## config.mk

```make
export PLATFORM = sky130hd
export DESIGN_NAME = sram_burst_ctrl_flat
export DESIGN_NICKNAME = d
export VERILOG_FILES = /design/src/rtl/sram_burst_ctrl_if.sv /design/src/rtl/sram_burst_ctrl.sv /design/src/flat_wrapper.sv
export SDC_FILE = /design/constraint.sdc
export NUM_CORES = 1
export LEC_CHECK = 0
export CORE_MARGIN = 4
export CORE_UTILIZATION = 31
export CTS_CLUSTER_DIAMETER = 40
export DETAILED_ROUTE_END_ITERATION = 6
export GPL_TIMING_DRIVEN = 0
export PLACE_DENSITY = 0.68
export SLEW_MARGIN = 20
export SYNTH_ARGS = -nofsm -noshare
export SYNTH_HDL_FRONTEND = slang
export SYNTH_SLANG_ARGS = --single-unit
export TNS_END_PERCENT = 20
```

## constraint.sdc

```tcl
create_clock -name clk -period 1.7 [get_ports clk]
set_input_delay 0.34 -clock clk [delete_from_list [all_inputs] [get_ports clk]]
set_output_delay 0.34 -clock clk [all_outputs]
set_load 0.02 [all_outputs]
```

## src/rtl/sram_burst_ctrl_if.sv

```systemverilog
// rtl/sram_burst_ctrl_if.sv - request/write-data/response and SRAM pin bundle for sram_burst_ctrl
interface sram_burst_ctrl_if #(
  parameter int ADR  = 8,
  parameter int DAT  = 8,
  parameter int LENW = 4
);
  logic            req_valid;
  logic            req_ready;
  logic            req_write;
  logic [ADR-1:0]  req_addr;
  logic [LENW-1:0] req_len;
  logic            wd_valid;
  logic            wd_ready;
  logic [DAT-1:0]  wd_data;
  logic            rsp_valid;
  logic [DAT-1:0]  rsp_data;
  logic            rsp_last;
  logic            err;
  logic            mem_cs;
  logic            mem_we;
  logic            mem_rd;
  logic [ADR-1:0]  mem_addr;
  logic [DAT-1:0]  mem_din;
  logic [DAT-1:0]  mem_dout;

  modport master (
    output req_valid, req_write, req_addr, req_len, wd_valid, wd_data, mem_dout,
    input  req_ready, wd_ready, rsp_valid, rsp_data, rsp_last, err,
           mem_cs, mem_we, mem_rd, mem_addr, mem_din
  );

  modport slave (
    input  req_valid, req_write, req_addr, req_len, wd_valid, wd_data, mem_dout,
    output req_ready, wd_ready, rsp_valid, rsp_data, rsp_last, err,
           mem_cs, mem_we, mem_rd, mem_addr, mem_din
  );
endinterface

```

## src/rtl/sram_burst_ctrl.sv

```systemverilog
// rtl/sram_burst_ctrl.sv - burst initiator for a single-port synchronous SRAM
module sram_burst_ctrl #(
  parameter int ADR  = 8,
  parameter int DAT  = 8,
  parameter int DPTH = 8,
  parameter int LENW = 4
) (
  input logic              clk,
  input logic              rst,
  sram_burst_ctrl_if.slave bus
);

  typedef enum logic [1:0] {
    S_IDLE  = 2'd0,
    S_WRITE = 2'd1,
    S_READ  = 2'd2
  } state_t;

  localparam logic [ADR:0]   DPTH_L   = (ADR+1)'(DPTH);
  localparam logic [ADR-1:0] ADDR_MAX = ADR'(DPTH - 1);

  state_t          r_state;
  logic [ADR-1:0]  r_cur_addr;
  logic [LENW-1:0] r_beats_left;
  logic            r_rd_pend;
  logic            r_rd_last_pend;
  logic            r_err;

  logic            w_idle;
  logic            w_wr_st;
  logic            w_rd_st;
  logic            w_addr_bad;
  logic            w_wr_beat;
  logic            w_last;
  logic [ADR-1:0]  w_next_addr;

  assign w_idle      = (r_state == S_IDLE);
  assign w_wr_st     = (r_state == S_WRITE);
  assign w_rd_st     = (r_state == S_READ);
  assign w_addr_bad  = ({1'b0, bus.req_addr} >= DPTH_L);
  assign w_wr_beat   = w_wr_st && bus.wd_valid;
  assign w_last      = (r_beats_left == '0);
  // Explicit wrap so non-power-of-2 depths never address past the last word
  assign w_next_addr = (r_cur_addr == ADDR_MAX) ? '0 : r_cur_addr + ADR'(1);

  assign bus.req_ready = w_idle;
  assign bus.wd_ready  = w_wr_st;
  assign bus.mem_we    = w_wr_beat;
  assign bus.mem_rd    = w_rd_st;
  assign bus.mem_cs    = w_wr_beat || w_rd_st;
  assign bus.mem_addr  = r_cur_addr;
  assign bus.mem_din   = w_wr_st ? bus.wd_data : '0;
  assign bus.rsp_valid = r_rd_pend;
  assign bus.rsp_data  = bus.mem_dout;
  assign bus.rsp_last  = r_rd_last_pend;
  assign bus.err       = r_err;

  always_ff @(posedge clk) begin
    if (rst) begin
      r_state        <= S_IDLE;
      r_cur_addr     <= '0;
      r_beats_left   <= '0;
      r_rd_pend      <= 1'b0;
      r_rd_last_pend <= 1'b0;
      r_err          <= 1'b0;
    end else begin
      r_err          <= 1'b0;
      r_rd_pend      <= 1'b0;
      r_rd_last_pend <= 1'b0;
      case (r_state)
        S_IDLE: begin
          if (bus.req_valid) begin
            if (w_addr_bad) begin
              r_err <= 1'b1;
            end else begin
              r_cur_addr   <= bus.req_addr;
              r_beats_left <= bus.req_len;
              r_state      <= bus.req_write ? S_WRITE : S_READ;
            end
          end
        end
        S_WRITE: begin
          if (bus.wd_valid) begin
            if (w_last) begin
              r_state <= S_IDLE;
            end else begin
              r_beats_left <= r_beats_left - LENW'(1);
              r_cur_addr   <= w_next_addr;
            end
          end
        end
        S_READ: begin
          // The SRAM registers its output, so the response trails the issued beat by one cycle
          r_rd_pend      <= 1'b1;
          r_rd_last_pend <= w_last;
          if (w_last) begin
            r_state <= S_IDLE;
          end else begin
            r_beats_left <= r_beats_left - LENW'(1);
            r_cur_addr   <= w_next_addr;
          end
        end
        default: r_state <= S_IDLE;
      endcase
    end
  end

endmodule

```

## src/flat_wrapper.sv

```systemverilog
// flat-port wrapper written by rule: the top's interface ports become plain ports
module sram_burst_ctrl_flat 
#(
  parameter int ADR  = 8,
  parameter int DAT  = 8,
  parameter int DPTH = 8,
  parameter int LENW = 4
)
  (clk, rst, bus_req_valid, bus_req_write, bus_req_addr, bus_req_len, bus_wd_valid, bus_wd_data, bus_mem_dout, bus_req_ready, bus_wd_ready, bus_rsp_valid, bus_rsp_data, bus_rsp_last, bus_err, bus_mem_cs, bus_mem_we, bus_mem_rd, bus_mem_addr, bus_mem_din);
  sram_burst_ctrl_if #(.ADR(ADR), .DAT(DAT), .LENW(LENW)) bus_i ();
  input logic clk;
  input logic rst;
  input wire logic [$bits(bus_i.req_valid)-1:0] bus_req_valid;
  input wire logic [$bits(bus_i.req_write)-1:0] bus_req_write;
  input wire logic [$bits(bus_i.req_addr)-1:0] bus_req_addr;
  input wire logic [$bits(bus_i.req_len)-1:0] bus_req_len;
  input wire logic [$bits(bus_i.wd_valid)-1:0] bus_wd_valid;
  input wire logic [$bits(bus_i.wd_data)-1:0] bus_wd_data;
  input wire logic [$bits(bus_i.mem_dout)-1:0] bus_mem_dout;
  output wire logic [$bits(bus_i.req_ready)-1:0] bus_req_ready;
  output wire logic [$bits(bus_i.wd_ready)-1:0] bus_wd_ready;
  output wire logic [$bits(bus_i.rsp_valid)-1:0] bus_rsp_valid;
  output wire logic [$bits(bus_i.rsp_data)-1:0] bus_rsp_data;
  output wire logic [$bits(bus_i.rsp_last)-1:0] bus_rsp_last;
  output wire logic [$bits(bus_i.err)-1:0] bus_err;
  output wire logic [$bits(bus_i.mem_cs)-1:0] bus_mem_cs;
  output wire logic [$bits(bus_i.mem_we)-1:0] bus_mem_we;
  output wire logic [$bits(bus_i.mem_rd)-1:0] bus_mem_rd;
  output wire logic [$bits(bus_i.mem_addr)-1:0] bus_mem_addr;
  output wire logic [$bits(bus_i.mem_din)-1:0] bus_mem_din;
  assign bus_i.req_valid = bus_req_valid;
  assign bus_i.req_write = bus_req_write;
  assign bus_i.req_addr = bus_req_addr;
  assign bus_i.req_len = bus_req_len;
  assign bus_i.wd_valid = bus_wd_valid;
  assign bus_i.wd_data = bus_wd_data;
  assign bus_i.mem_dout = bus_mem_dout;
  assign bus_req_ready = bus_i.req_ready;
  assign bus_wd_ready = bus_i.wd_ready;
  assign bus_rsp_valid = bus_i.rsp_valid;
  assign bus_rsp_data = bus_i.rsp_data;
  assign bus_rsp_last = bus_i.rsp_last;
  assign bus_err = bus_i.err;
  assign bus_mem_cs = bus_i.mem_cs;
  assign bus_mem_we = bus_i.mem_we;
  assign bus_mem_rd = bus_i.mem_rd;
  assign bus_mem_addr = bus_i.mem_addr;
  assign bus_mem_din = bus_i.mem_din;
  sram_burst_ctrl #(.ADR(ADR), .DAT(DAT), .DPTH(DPTH), .LENW(LENW)) u_core (.clk(clk), .rst(rst), .bus(bus_i));
endmodule
```

Yosys cells after proc, flatten, opt, wreduce, memory -nomap -nowiden
Index checks and enable logic that the tools add are counted.
{"block": "op_classes", "n_addsub": 2, "multipliers": 0, "n_div": 0, "magnitude_cmp": 1, "eq_ne": 6, "shift": 0, "muxes": 20, "bitwise": 3, "reduce_logical": 9}
{"op": "$mux W8", "n": 6}
{"op": "$pmux W8 S3", "n": 1}
{"op": "$mux W4", "n": 4}
{"op": "$pmux W4 S3", "n": 1}
{"op": "$mux W2", "n": 5}
{"op": "$add A8 B1 Y8 const B", "n": 1}
{"op": "$eq A8 B3 Y1 const B", "n": 1}
{"op": "$ge A8 B4 Y1 const B", "n": 1}
{"op": "$ne A2 B2 Y1 const B", "n": 3}
{"op": "$pmux W2 S3", "n": 1}
{"op": "$logic_not A4 Y1", "n": 1}
{"op": "$reduce_and A4 Y1", "n": 1}
{"op": "$sub A4 B1 Y4 const B", "n": 1}
{"op": "$not A1 Y1", "n": 3}
{"op": "$reduce_and A3 Y1", "n": 1}
{"op": "$reduce_bool A3 Y1", "n": 1}
{"op": "$reduce_or A3 Y1", "n": 1}
{"op": "$eq A2 B1 Y1 const B", "n": 1}
{"op": "$eq A2 B2 Y1 const B", "n": 1}
{"op": "$logic_not A2 Y1", "n": 1}
{"op": "$mux W1", "n": 2}
{"op": "$reduce_or A2 Y1", "n": 1}
{"op": "$logic_and A1 B1 Y1", "n": 1}
{"op": "$logic_or A1 B1 Y1", "n": 1}
{"block": "word_totals", "register_bits": 17, "latch_bits": 0, "ramBits": 0, "mem_bits_ro": 0, "input_bits": 33, "output_inout_bits": 32, "word_cells": 47, "n_memories": 0}

Logic depth before layout (Yosys ltp)
{"block": "depth", "depth_word": 5, "ltp_mapped": 8, "mapped_depth_nobuf": 6}

Worst setup path after synthesis
OpenSTA, ideal clock, no wires.
{"block": "synth_path", "path_kind": "flip-flop to flip-flop", "startpoint": "register u_core.r_state[1]", "endpoint": "register u_core.r_beats_left[0]", "setup_time_ns": 0.086, "arrival_time_ns": 1.820, "required_ns": 1.614, "setup_slack_ns": -0.206, "stages_incl_launch_ff": 8, "path_buffers": 1, "synth_period_minus_slack_ns": 1.906, "path_cell_list": "dfxtp_1 > inv_1 > ha_1 > nor2b_1 > a211o_1 > clkbuf_1 > nor2_1 > a221oi_2"}
{"block": "synth_via", "elab_chain_cells": 3, "word_cells_on_any_way": 9, "classes_between": "5 x eq/ne; 1 x mux; 3 x reduce/logical"}
{"item": "start: declaration", "line_no": "sram_burst_ctrl.sv:22", "rtl": "state_t r_state;"}
{"item": "start signal: assignment", "line_no": "sram_burst_ctrl.sv:78", "rtl": "r_state <= bus.req_write ? S_WRITE : S_READ;"}
{"item": "$eq A2 B1 Y1 (*)"}
{"item": "named net bus_wd_ready", "line_no": "flat_wrapper.sv:21", "rtl": "output wire logic [$bits(bus_i.wd_ready)-1:0] bus_wd_ready;"}
{"item": "$ne A2 B2 Y1 (no line) or $reduce_bool A3 Y1 (tied branches)"}
{"item": "$reduce_and A4 Y1 (no line)"}
{"item": "end signal: assignment", "line_no": "sram_burst_ctrl.sv:77", "rtl": "r_beats_left <= bus.req_len;"}
{"item": "end signal: assignment", "line_no": "sram_burst_ctrl.sv:87", "rtl": "r_beats_left <= r_beats_left - LENW'(1);"}
{"item": "end signal: assignment", "line_no": "sram_burst_ctrl.sv:99", "rtl": "r_beats_left <= r_beats_left - LENW'(1);"}
{"item": "end: declaration", "line_no": "sram_burst_ctrl.sv:24", "rtl": "logic [LENW-1:0] r_beats_left;"}
The timed path passes the listed nets; every way through them passes the cells marked *.
A chain may end at the register's enable or synchronous reset.

Final worst setup path
{"block": "layout_path", "startpoint": "register u_core.r_cur_addr[6] (netlist: u_core.bus.mem_addr[6])", "endpoint": "register u_core.r_cur_addr[6] (netlist: u_core.bus.mem_addr[6])"}
{"block": "layout_via", "elab_chain_cells": 5, "word_cells_on_any_way": 6, "classes_between": "1 x add/sub; 1 x eq/ne; 4 x mux"}
{"item": "start: declaration", "line_no": "sram_burst_ctrl.sv:23", "rtl": "logic [ADR-1:0] r_cur_addr;"}
{"item": "start signal: assignment", "line_no": "sram_burst_ctrl.sv:76", "rtl": "r_cur_addr <= bus.req_addr;"}
{"item": "start signal: assignment", "line_no": "sram_burst_ctrl.sv:88", "rtl": "r_cur_addr <= w_next_addr;"}
{"item": "start signal: assignment", "line_no": "sram_burst_ctrl.sv:100", "rtl": "r_cur_addr <= w_next_addr;"}
{"item": "$add A8 B1 Y8 or $eq A8 B3 Y1 (tied branches)", "line_no": "sram_burst_ctrl.sv:44", "rtl": "assign w_next_addr = (r_cur_addr == ADDR_MAX) ? '0 : r_cur_addr + ADR'(1);"}
{"item": "$mux W8", "line_no": "sram_burst_ctrl.sv:44"}
{"item": "$mux W8 (*)", "line_no": "sram_burst_ctrl.sv:84, sram_burst_ctrl.sv:96"}
{"item": "$mux W8", "line_no": "sram_burst_ctrl.sv:83", "rtl": "if (bus.wd_valid) begin"}
{"item": "$pmux W8 S3 (*)", "line_no": "sram_burst_ctrl.sv:70", "rtl": "case (r_state)"}
Every way passes the cells marked *; elsewhere a longest branch is shown, timed or not. The select of a mux whose other input is x is not followed.

==> flow_summary.ini <==
[pwr]
pwr_density_cell_nw_per_um2 = 986
ir_worst_vdd_mv = 0.430
leakage_nw = 0.917
final_total_pwr_w = 0.00227

[logic_synthesis]
syn_avg_cell_area_um2 = 8.64
postSynth.asyncResetShare_pct = 0
synth-edff-count = 0
synth_commonest_cells = 17 x sky130_fd_sc_hd__dfxtp_1, 11 x sky130_fd_sc_hd__inv_1, 10 x sky130_fd_sc_hd__and2_1
distinct_cell_type_count_after_synthesis = 45
yosys_warning_total = 0
synth_seq_area_share_pct = 27.7
post_synth_main_area_contributors = sky130_fd_sc_hd__dfxtp_1 28%, sky130_fd_sc_hd__ha_1 6.1%, sky130_fd_sc_hd__and2_1 5.1%
post_synth_instance_area_um2 = 1230
syn-num-nets = 181
synth.top_cell.area_share_pct = 27.7
post-synth-top-count-cell = sky130_fd_sc_hd__dfxtp_1
ys.flop_type = sky130_fd_sc_hd__dfxtp_1
postSynthRegisterBits = 17
synth.largest_area_cell = sky130_fd_sc_hd__dfxtp_1
postSynthCellCount = 142

[sta]
final-hold-violation-count = 0
worst_pin_slew_ns = 0.593
finalSetupViolCount = 7
max_slew_margin_pct = 60.4
timing.fmax_mhz = 554
period_minus_slack_ns = 1.81
grt_setup_unrepaired = yes
post-route-period-util_pct = 106
least_setup_slack_across_all_paths_after_layout_ns = -0.107
timing_max_transition_violations_final = 0
timing.clock.skew_ns = 0.00169

[clock_tree]
cts_buffers = 3
cts_hold_repair.buffers = 0
cts_sinks = 17
cts.root.buffer_cell = sky130_fd_sc_hd__clkbuf_8
clkSlewWorstSetupHoldPaths_ns = 0.07
clk-insertion-delay-late_ns = 0.25
cts_max_path_buffers = 2
cts_max_level = 1
cts_tree = done

[layout]
post-route-util_pct = 61.4
areaGrowthSynthToFinish_pct = 87.3
post_route_cells_drive_above_1_share_pct = 41.2
final_cell_count_no_fill = 264
fin_nets = 256
final_cell_area_um2 = 2300
antenna-diode-count = 0

[placed_design]
post-place-ws_ns = -0.664
numPlacedInstances = 245
place.detailed.hpwl_mm = 2.94
post_dp_cell_area_um2 = 1850
count_of_port_buffers_added_during_placement = 55
gp_congestion = 0.804

[floorplan]
design.portCount = 65
die_y_um = 70.9
dieArea_um2 = 5030
die_width_um = 70.9
initial_standard_cell_utilization_of_the_core_pct = 32.8
core_um2 = 3740
count_of_standard_cell_rows = 22

[flow_run]
max_cap_violations = 0

[routing]
routed_wire_length_per_instance_um = 17.1
vias = 1431
met3_wirelength_um = 390
first_iter_violations = 77
route.detailed.drc = 0
routed_wl_mm = 4.51
route.layer.met1.wl_mm = 1.88
route.antenna.remaining_nets = 0
dr.pass1.iters = 4
vias_per_cell = 5.42
top_signal_layer_used = met4
wl_met2_mm = 2.19

[critical_path]
timing.critical_path.fanout_max = 5
critical_path.endpoint_type = register
slowest_stage = sky130_fd_sc_hd__or4_4
critical_path.cell_chain = or4_4, o31a_1, a211oi_4, o32ai_2
max_stage_delay_ns = 0.54
timing.critical_path.arrival_ns = 1.92
criticalPathCategory = register to register
worst_ep_required_time_ns = 1.82
worstSetupStartpointType = register

[global_routing]
grt_max_degree = 12
globalRouteOverflowTotal = 0
first_global_vias = 1360
initial_antenna_violation_count = 0
gr-usage-all-layers_pct = 15.8
first_pass_grt_wire_length_mm = 6.47

[status]
status = complete, but fails checks
failed_checks = setup timing

[hold_path]
hold_path.class = input pin to register
critical path, delay by kind of cell, from the launching register on:
family | cells | cell delay, ns
AND/OR/NAND/NOR | 1 | 0.54
flip-flops | 1 | 0.34
AO/OA/AOI/OAI | 3 | 0.80
cell families (layout without fill, tap and decap cells):
| family | count (synthesis) | after routing | share of synthesized area (%) |
|---|---|---|---|
| AOI/OAI and AO/OA | 46 | 47 | 32.1 |
| adders and majority gates | 6 | 6 | 6.12 |
| buffers and inverters | 26 | 99 | 11.0 |
| DFF | 17 | 17 | 27.7 |
| muxes | 2 | 2 | 1.63 |
| and+or+nand+nor | 45 | 45 | 21.4 |
repair_timing:
action | 4_1_cts | 5_1_grt
cloned | 2 | 0
hold endpoints to repair | 0 | 0
pin swaps | 10 | 21
resized for setup | 43 | 67
endpoints found under the setup margin | 28 | 28
setup buffers | 5 | 9
placed cells by master (no fill, tap or decap), types with 3 or more instances in the layout:
cell / Yosys / layout
sky130_fd_sc_hd__clkdlybuf4s50_1: 0 / 36
sky130_fd_sc_hd__buf_4: 8 / 16
sky130_fd_sc_hd__and2_1: 10 / 10
sky130_fd_sc_hd__buf_6: 1 / 9
sky130_fd_sc_hd__dfxtp_1: 17 / 9
sky130_fd_sc_hd__inv_1: 11 / 7
sky130_fd_sc_hd__dlygate4sd2_1: 0 / 7
sky130_fd_sc_hd__dfxtp_2: 0 / 7
sky130_fd_sc_hd__nand2_1: 6 / 6
sky130_fd_sc_hd__o32ai_2: 1 / 5
sky130_fd_sc_hd__a21oi_1: 7 / 5
sky130_fd_sc_hd__ha_4: 0 / 4
sky130_fd_sc_hd__clkbuf_2: 0 / 4
sky130_fd_sc_hd__clkdlybuf4s15_1: 0 / 4
sky130_fd_sc_hd__inv_2: 0 / 3
sky130_fd_sc_hd__clkbuf_1: 5 / 3
sky130_fd_sc_hd__o31ai_4: 1 / 3
sky130_fd_sc_hd__a211oi_4: 1 / 3
sky130_fd_sc_hd__nor2_1: 6 / 3
sky130_fd_sc_hd__o32a_1: 3 / 3
sky130_fd_sc_hd__nand3_1: 4 / 3
sky130_fd_sc_hd__a211oi_2: 0 / 3
sky130_fd_sc_hd__nand2b_1: 3 / 3
sky130_fd_sc_hd__clkbuf_8: 0 / 3
per-layer routing:
layer / up-vias / GRT usage [%]
li1: 675 / -
met1: 684 / 19.9
met2: 66 / 26.5
met3: 6 / 3.69
met4: 0 / 5.22
met5: - / 0
per-stage QoR:
stage	setup TNS, ns	hold slack, ns
2_1_floorplan	-0.348	0.458
3_3_place_gp	-10.04	0.476
3_5_place_dp	-10.16	0.489
4_1_cts	-1.50	0.500
5_1_grt	-1.00	0.491
6_report	-0.399	0.477
layout make-up:
cell class,instances,area [µm²]
timing repair buffer,70,671
sequential,17,353
multi-input combinational,100,1020
clock buffer,4,45.0
fill,314,1450
inverter,12,51.3
tap,48,60.1
buffer,13,97.6
sequential cells by signal, summed over array words and instances (netlist names):
register	count
u_core.bus.mem_addr	8
u_core.r_beats_left	4
u_core.r_state	2
u_core.bus.err	1
u_core.bus.rsp_last	1
u_core.bus.rsp_valid	1
path summary, 6_finish.rpt:
check | slack, ns | depth (start not counted) | to | startpoint
worst max-delay path | -0.11 | 4 | u_core.bus.mem_addr[6] | u_core.bus.mem_addr[6]
worst min-delay path | 0.48 | 4 | u_core.bus.mem_addr[7] | bus_req_addr[7]
worst max register to register | -0.11 | 4 | u_core.bus.mem_addr[6] | u_core.bus.mem_addr[6]
worst min register to register | 0.52 | 2 | u_core.r_beats_left[1] | u_core.r_beats_left[1]
power breakdown:
part | switching (W) | leakage (nW) | internal [W]
Clock | 0.000144 | 0.0228 | 0.000166
Combinational | 0.000710 | 0.752 | 0.000696
Sequential | 0.0000845 | 0.142 | 0.000466
Power figures use the tool's default switching activity.
